### src/rtl/comparador_serie.sv
// Bit-serial unsigned comparator: walks an operand pair one bit per clock
// and reports eq/gt/lt over valid/ready handshakes.
module comparador_serie #(
   parameter int WIDTH     = 8,
   parameter bit MSB_FIRST = 1'b1
) (
   input  logic             clk,
   input  logic             rst_n,
   input  logic             in_valid,
   output logic             in_ready,
   input  logic [WIDTH-1:0] a,
   input  logic [WIDTH-1:0] b,
   output logic             out_valid,
   input  logic             out_ready,
   output logic             eq,
   output logic             gt,
   output logic             lt,
   output logic             busy
);

   localparam int CW = $clog2(WIDTH);

   typedef enum logic [1:0] {
      S_IDLE,
      S_SHIFT,
      S_DONE
   } state_t;

   state_t           r_state;
   state_t           w_next;
   logic [WIDTH-1:0] r_sa;
   logic [WIDTH-1:0] r_sb;
   logic [CW-1:0]    r_cnt;
   logic             r_eq_acc;
   logic             r_gt_acc;
   logic             r_lt_acc;
   logic             r_decided;
   logic             r_vld;
   logic             r_eq;
   logic             r_gt;
   logic             r_lt;
   logic             w_ab;
   logic             w_bb;
   logic             w_bit_eq;

   assign w_ab     = MSB_FIRST ? r_sa[WIDTH-1] : r_sa[0];
   assign w_bb     = MSB_FIRST ? r_sb[WIDTH-1] : r_sb[0];
   assign w_bit_eq = (~w_ab & ~w_bb) | (w_ab & w_bb);

   always_comb begin
      w_next = r_state;
      unique case (r_state)
         S_IDLE:  if (in_valid) w_next = S_SHIFT;
         S_SHIFT: if (r_cnt == '0) w_next = S_DONE;
         S_DONE:  if (r_vld && out_ready) w_next = S_IDLE;
         default: w_next = S_IDLE;
      endcase
   end

   always_ff @(posedge clk) begin
      if (!rst_n) begin
         r_state   <= S_IDLE;
         r_sa      <= '0;
         r_sb      <= '0;
         r_cnt     <= '0;
         r_eq_acc  <= 1'b0;
         r_gt_acc  <= 1'b0;
         r_lt_acc  <= 1'b0;
         r_decided <= 1'b0;
         r_vld     <= 1'b0;
         r_eq      <= 1'b0;
         r_gt      <= 1'b0;
         r_lt      <= 1'b0;
      end else begin
         r_state <= w_next;
         unique case (r_state)
            S_IDLE: begin
               if (in_valid) begin
                  r_sa      <= a;
                  r_sb      <= b;
                  r_cnt     <= CW'(WIDTH - 1);
                  r_eq_acc  <= 1'b1;
                  r_gt_acc  <= 1'b0;
                  r_lt_acc  <= 1'b0;
                  r_decided <= 1'b0;
               end
            end
            S_SHIFT: begin
               if (MSB_FIRST) begin
                  r_sa <= r_sa << 1;
                  r_sb <= r_sb << 1;
               end else begin
                  r_sa <= r_sa >> 1;
                  r_sb <= r_sb >> 1;
               end
               r_eq_acc <= r_eq_acc & w_bit_eq;
               // MSB-first keeps the first difference; LSB-first keeps the last.
               if (!w_bit_eq && (!MSB_FIRST || !r_decided)) begin
                  r_gt_acc  <= w_ab;
                  r_lt_acc  <= w_bb;
                  r_decided <= 1'b1;
               end
               if (r_cnt != '0) r_cnt <= r_cnt - 1'b1;
            end
            S_DONE: begin
               if (!r_vld) begin
                  r_vld <= 1'b1;
                  r_eq  <= r_eq_acc;
                  r_gt  <= r_gt_acc;
                  r_lt  <= r_lt_acc;
               end else if (out_ready) begin
                  r_vld <= 1'b0;
                  r_eq  <= 1'b0;
                  r_gt  <= 1'b0;
                  r_lt  <= 1'b0;
               end
            end
            default: ;
         endcase
      end
   end

   assign in_ready  = (r_state == S_IDLE);
   assign busy      = (r_state != S_IDLE);
   assign out_valid = r_vld;
   assign eq        = r_eq;
   assign gt        = r_gt;
   assign lt        = r_lt;

endmodule

### config.mk
export PLATFORM = sky130hd
export DESIGN_NAME = comparador_serie
export DESIGN_NICKNAME = d
export VERILOG_FILES = /design/src/rtl/comparador_serie.sv
export SDC_FILE = /design/constraint.sdc
export NUM_CORES = 1
export LEC_CHECK = 0
export CAP_MARGIN = 5
export CORE_ASPECT_RATIO = 1.25
export CORE_MARGIN = 2
export CORE_UTILIZATION = 35
export CTS_CLUSTER_DIAMETER = 50
export DETAILED_ROUTE_END_ITERATION = 6
export PLACE_DENSITY = 0.55
export SLEW_MARGIN = 20
export SYNTH_ARGS = -nofsm -noshare
export SYNTH_HDL_FRONTEND = slang
export SYNTH_SLANG_ARGS = --single-unit
### constraint.sdc
create_clock -name clk -period 4.9 [get_ports clk]
set_clock_uncertainty 0.15 [all_clocks]
set_input_delay 1.225 -clock clk [delete_from_list [all_inputs] [get_ports clk]]
set_output_delay 1.225 -clock clk [all_outputs]
set_load 0.01 [all_outputs]
* Word-level counts from Yosys, hierarchy flattened *
Index checks and enable logic that the tools add are counted.

word-level totals
  output and inout bits = 6
  logic and storage cells = 67
  flip-flop bits (word level) = 29
  bits of input ports = 20

cells by class
  reduce and logical (&&, ||, !) cells = 14
  equal/unequal tests = 8
  add/sub/neg operators = 1
  muxes and demuxes = 26
  bitwise operators = 6

operators by type and width
  kind                 number
  $pmux 8 s2           2
  $mux 8               2
  $ne 2x2->1 const B   6
  $mux 1               11
  $reduce_and 3->1     3
  $pmux 1 s2           4
  $mux 2               3
  $mux 3               2
  $pmux 2 s3           1
  $pmux 3 s2           1
  $reduce_and 2->1     2
  $reduce_bool 2->1    2
  $and 1x1->1          3
  $logic_not 3->1      1
  $reduce_bool 3->1    1
  $sub 3x1->3 const B  1
  $eq 2x1->1 const B   1
  $eq 2x2->1 const B   1
  $logic_and 1x1->1    2
  $logic_not 1->1      2
  $logic_not 2->1      1
  $not 1->1            2
  $or 1x1->1           1

* Depth between registers and ports, before layout *
  word-level depth = 7
  depth in mapped cells = 6
  depth with buffers taken out = 6

* Least setup slack after synthesis *
Ideal clock, no wire load.

  path type = register -> output
  start = register r_state[0]
  end = output in_ready
  slack = 2.680 ns
  stages on the path, launching flop included = 4
  buffers on the path = 1
  required time = 3.525 ns
  data arrival time = 0.845 ns
  path through = dfxtp_1 buf_6 or2_2 inv_1

on the way
  word-level cells in the longest chain between the ends = 1

ends and longest elaborated chain
  item                    line  source
  start, declared         29    state_t r_state;
  start signal, assigned  75    r_state <= w_next;
  $logic_not 2->1         123   assign in_ready = (r_state == S_IDLE);
  end, declared           10    output logic in_ready,

Every way passes these cells.

* Worst setup path after layout *
Ends and elaborated chain as after synthesis.

==> reports/metrics.yaml <==
drt:
  post_drt_wl_per_cell_microns: 12.5
  drtPass1Iterations: 4
  drc: 0
  vias: 1022
  vias_per_cell: 5.14
  ant_nets: 0
  drt_wl_total_microns: 2500
  drt_iter0_drc: 42
hold_path:
  hold_path_class: "reg -> reg"
  min_from: "r_gt_acc"
  holdPathEnd: "gt"
  whs_path_depth: 2
grt:
  grt_max_degree: 29
  grt_pass1_wl_microns: 4500
  grt_overflow: 0
  grt_use_total: 0.141
  grt_pass1_vias: 1016
  antenna_found_initial: 0
floorplan:
  num_rows: 25
  initial_utilization: 0.359
  die_x_microns: 59.0
  die_area_sq_mm: 0.00429
  core-area_sq_mm: 0.00369
  num_io_pins: 26
  die_h_microns: 72.8
synthesis:
  yosys_warnings: 0
  netlist_area_sq_mm: 0.00132
  ys_async_sr_fraction: 0
  synth-edff-count: 0
  synth_seq_cells: 29
  synth.avg_cell_area_sq_um: 9.73
  seq_area_frac_synth: 0.439
  ys.flop_type: "dfxtp_1"
  synth_nets: 158
  syn_inst: 136
  ys_types: 37
power_and_ir_drop:
  p_per_area_mw_per_mm2: 380
  p_leak_nw: 0.681
  share_comb_of_total_power: 0.198
  power_mw: 0.621
  internal_power_mw: 0.454
  pwr-share-seq: 0.456
  vdd_drop_max_mv: 0.164
  p_sw_mw: 0.167
  swShare: 0.269
  clockPowerShare: 0.346
worst_setup_path:
  cp_max_fo: 9
  r2r_cells: 6
  critPathLaunchType: "flop"
  end_kind: "primary output"
  arrival_ns: 1.64
  reg2reg_slack_ns: 3.22
  required_ns: 3.52
  crit_type: "reg -> out"
  timing.rr.start: "r_cnt[0]"
  reg2reg_to: "r_cnt[1]"
cts:
  clkTransAtPathRegs_ns: 0.06
  post_cts_buffers: 0
  cts_htree_levels: 2
  clock-sinks: 29
  cts_tree: "yes"
  clockBufferDepth: 2
  clock_latency_ns: 0.28
  cts_root_buf: "clkbuf_8"
  postCtsHoldBufs: 0
  ctsResizeCount: 0
  cts_buffers: 5
timing:
  fin_crit_sh: 0.615
  slew_viol_final: 0
  fin_tns_setup_ns: 0
  rsz0062_at_grt: "no"
  hold_viol_final: 0
  tightest_slew_ns: 0.659
  fmax_mhz: 332
  setup_viol: 0
  period_minus_slack_ns: 3.02
  maxSlewHeadroom: 0.559
placement:
  port_buffers: 25
  placedCellCount: 191
  gp_congestion: 0.691
  dp_hpwl_microns: 1770
cells_and_area:
  num_antenna_cells: 0
  syn_to_final_growth_pct: 23.3
  final_nets: 180
  fin_util: 0.442
  instances_no_fill: 199
  drive_gt1_frac: 0.101
run_status:
  status: "completed"
run:
  cap_viol_max_count: 0
## per-stage QoR
step	area [sq um]	setup WS [ns]	hold slack, ns
after floorplan	1320	2.68	0.287
after global placement	1530	1.89	0.301
after detailed placement	1530	1.86	0.307
after CTS	1630	1.86	0.316
after global routing	1630	1.81	0.343
final	1630	1.88	0.317
## cells in the final DEF (no fill, tap or decap), drive strengths merged
cell type and instances:
inv 6, and3b 1, nor3 2, a22oi 2
clkinv 1, nor3b 4, nand2 6, nand2b 2
a221oi 2, clkbuf 7, a211oi 1, o21a 2
mux2i 15, a21oi 18, dfxtp 29, ha 2
o21bai 1, xnor2 1, or2 1, nor2b 2
nand3b 1, a22o 1, nor2 7, o32ai 1
clkdlybuf4s50 25, o21ba 1, o21ai 17, o221a 1
## power by group through the flow
stage | Combinational, mW | Sequential (mW) | Clock [mW]
6_report | 0.123 | 0.283 | 0.215
5_1_grt | 0.141 | 0.287 | 0.234
4_1_cts | 0.125 | 0.283 | 0.223
3_5_place_dp | 0.125 | 0.288 | 0
3_3_place_gp | 0.123 | 0.287 | 0
2_1_floorplan | 0.107 | 0.280 | 0
## per-layer routing
layer  vias to the layer above  track usage  share of wire
met5                         -            0              0
met4                         0       0.0682          0.022
met3                         7       0.0514          0.060
met2                        29        0.232           0.47
met1                       459        0.158           0.45
li1                        527            -              -
## cells in the mapped netlist, drive strengths merged, types with 3 or more instances
cell type  number  share of area
mux2i          15           0.11
clkbuf          3         0.0085
nand2           6          0.017
nor3b           4          0.035
buf             7          0.061
inv             6          0.017
o21ai          17          0.064
dfxtp          29           0.44
a21oi          18          0.068
nor2            7          0.022
## worst max-delay path: stages (launching register included)
cell,delay [ns]
dfxtp_1,0.43
or2_2,0.36
inv_1,0.05
clkdlybuf4s50_1,0.52
## worst max path at each step
stage	startpoint	to	depth (start not counted)
floorplan	r_state[0]	in_ready	3
global route	r_state[0]	in_ready	3
finish	r_state[0]	in_ready	3
CTS	r_state[0]	in_ready	3
detailed placement	rst_n	r_cnt[2]	3
global placement	rst_n	r_cnt[2]	3
## cell families (layout without fill, tap and decap cells)
| group | count (synthesis) | count (layout) | share of synthesized area |
|---|---|---|---|
| xor+xnor | 1 | 1 | 0.00662 |
| compound gates | 47 | 47 | 0.209 |
| fa+ha+maj | 2 | 2 | 0.0189 |
| simple gates | 26 | 26 | 0.127 |
| buf+inv | 16 | 39 | 0.0869 |
| flops | 29 | 29 | 0.439 |
| mux | 15 | 15 | 0.113 |
## final cells by class
class / count / area [sq um]
Inverter: 6 / 22.5
Clock buffer: 7 / 96.3
Sequential cell: 29 / 581
Timing Repair Buffer: 25 / 250
Fill cell: 394 / 2060
Tap cell: 40 / 50.0
Clock inverter: 1 / 5.00
Multi-Input combinational cell: 91 / 628
## sequential cells by signal, summed over array words and instances, names as in the netlist
signal     cells
r_gt_acc       1
eq             1
out_valid      1
r_sb           8
r_eq_acc       1
r_sa           8
lt             1
r_lt_acc       1
r_cnt          3
gt             1
r_decided      1
r_state        2
Power figures use the tool's default switching activity.
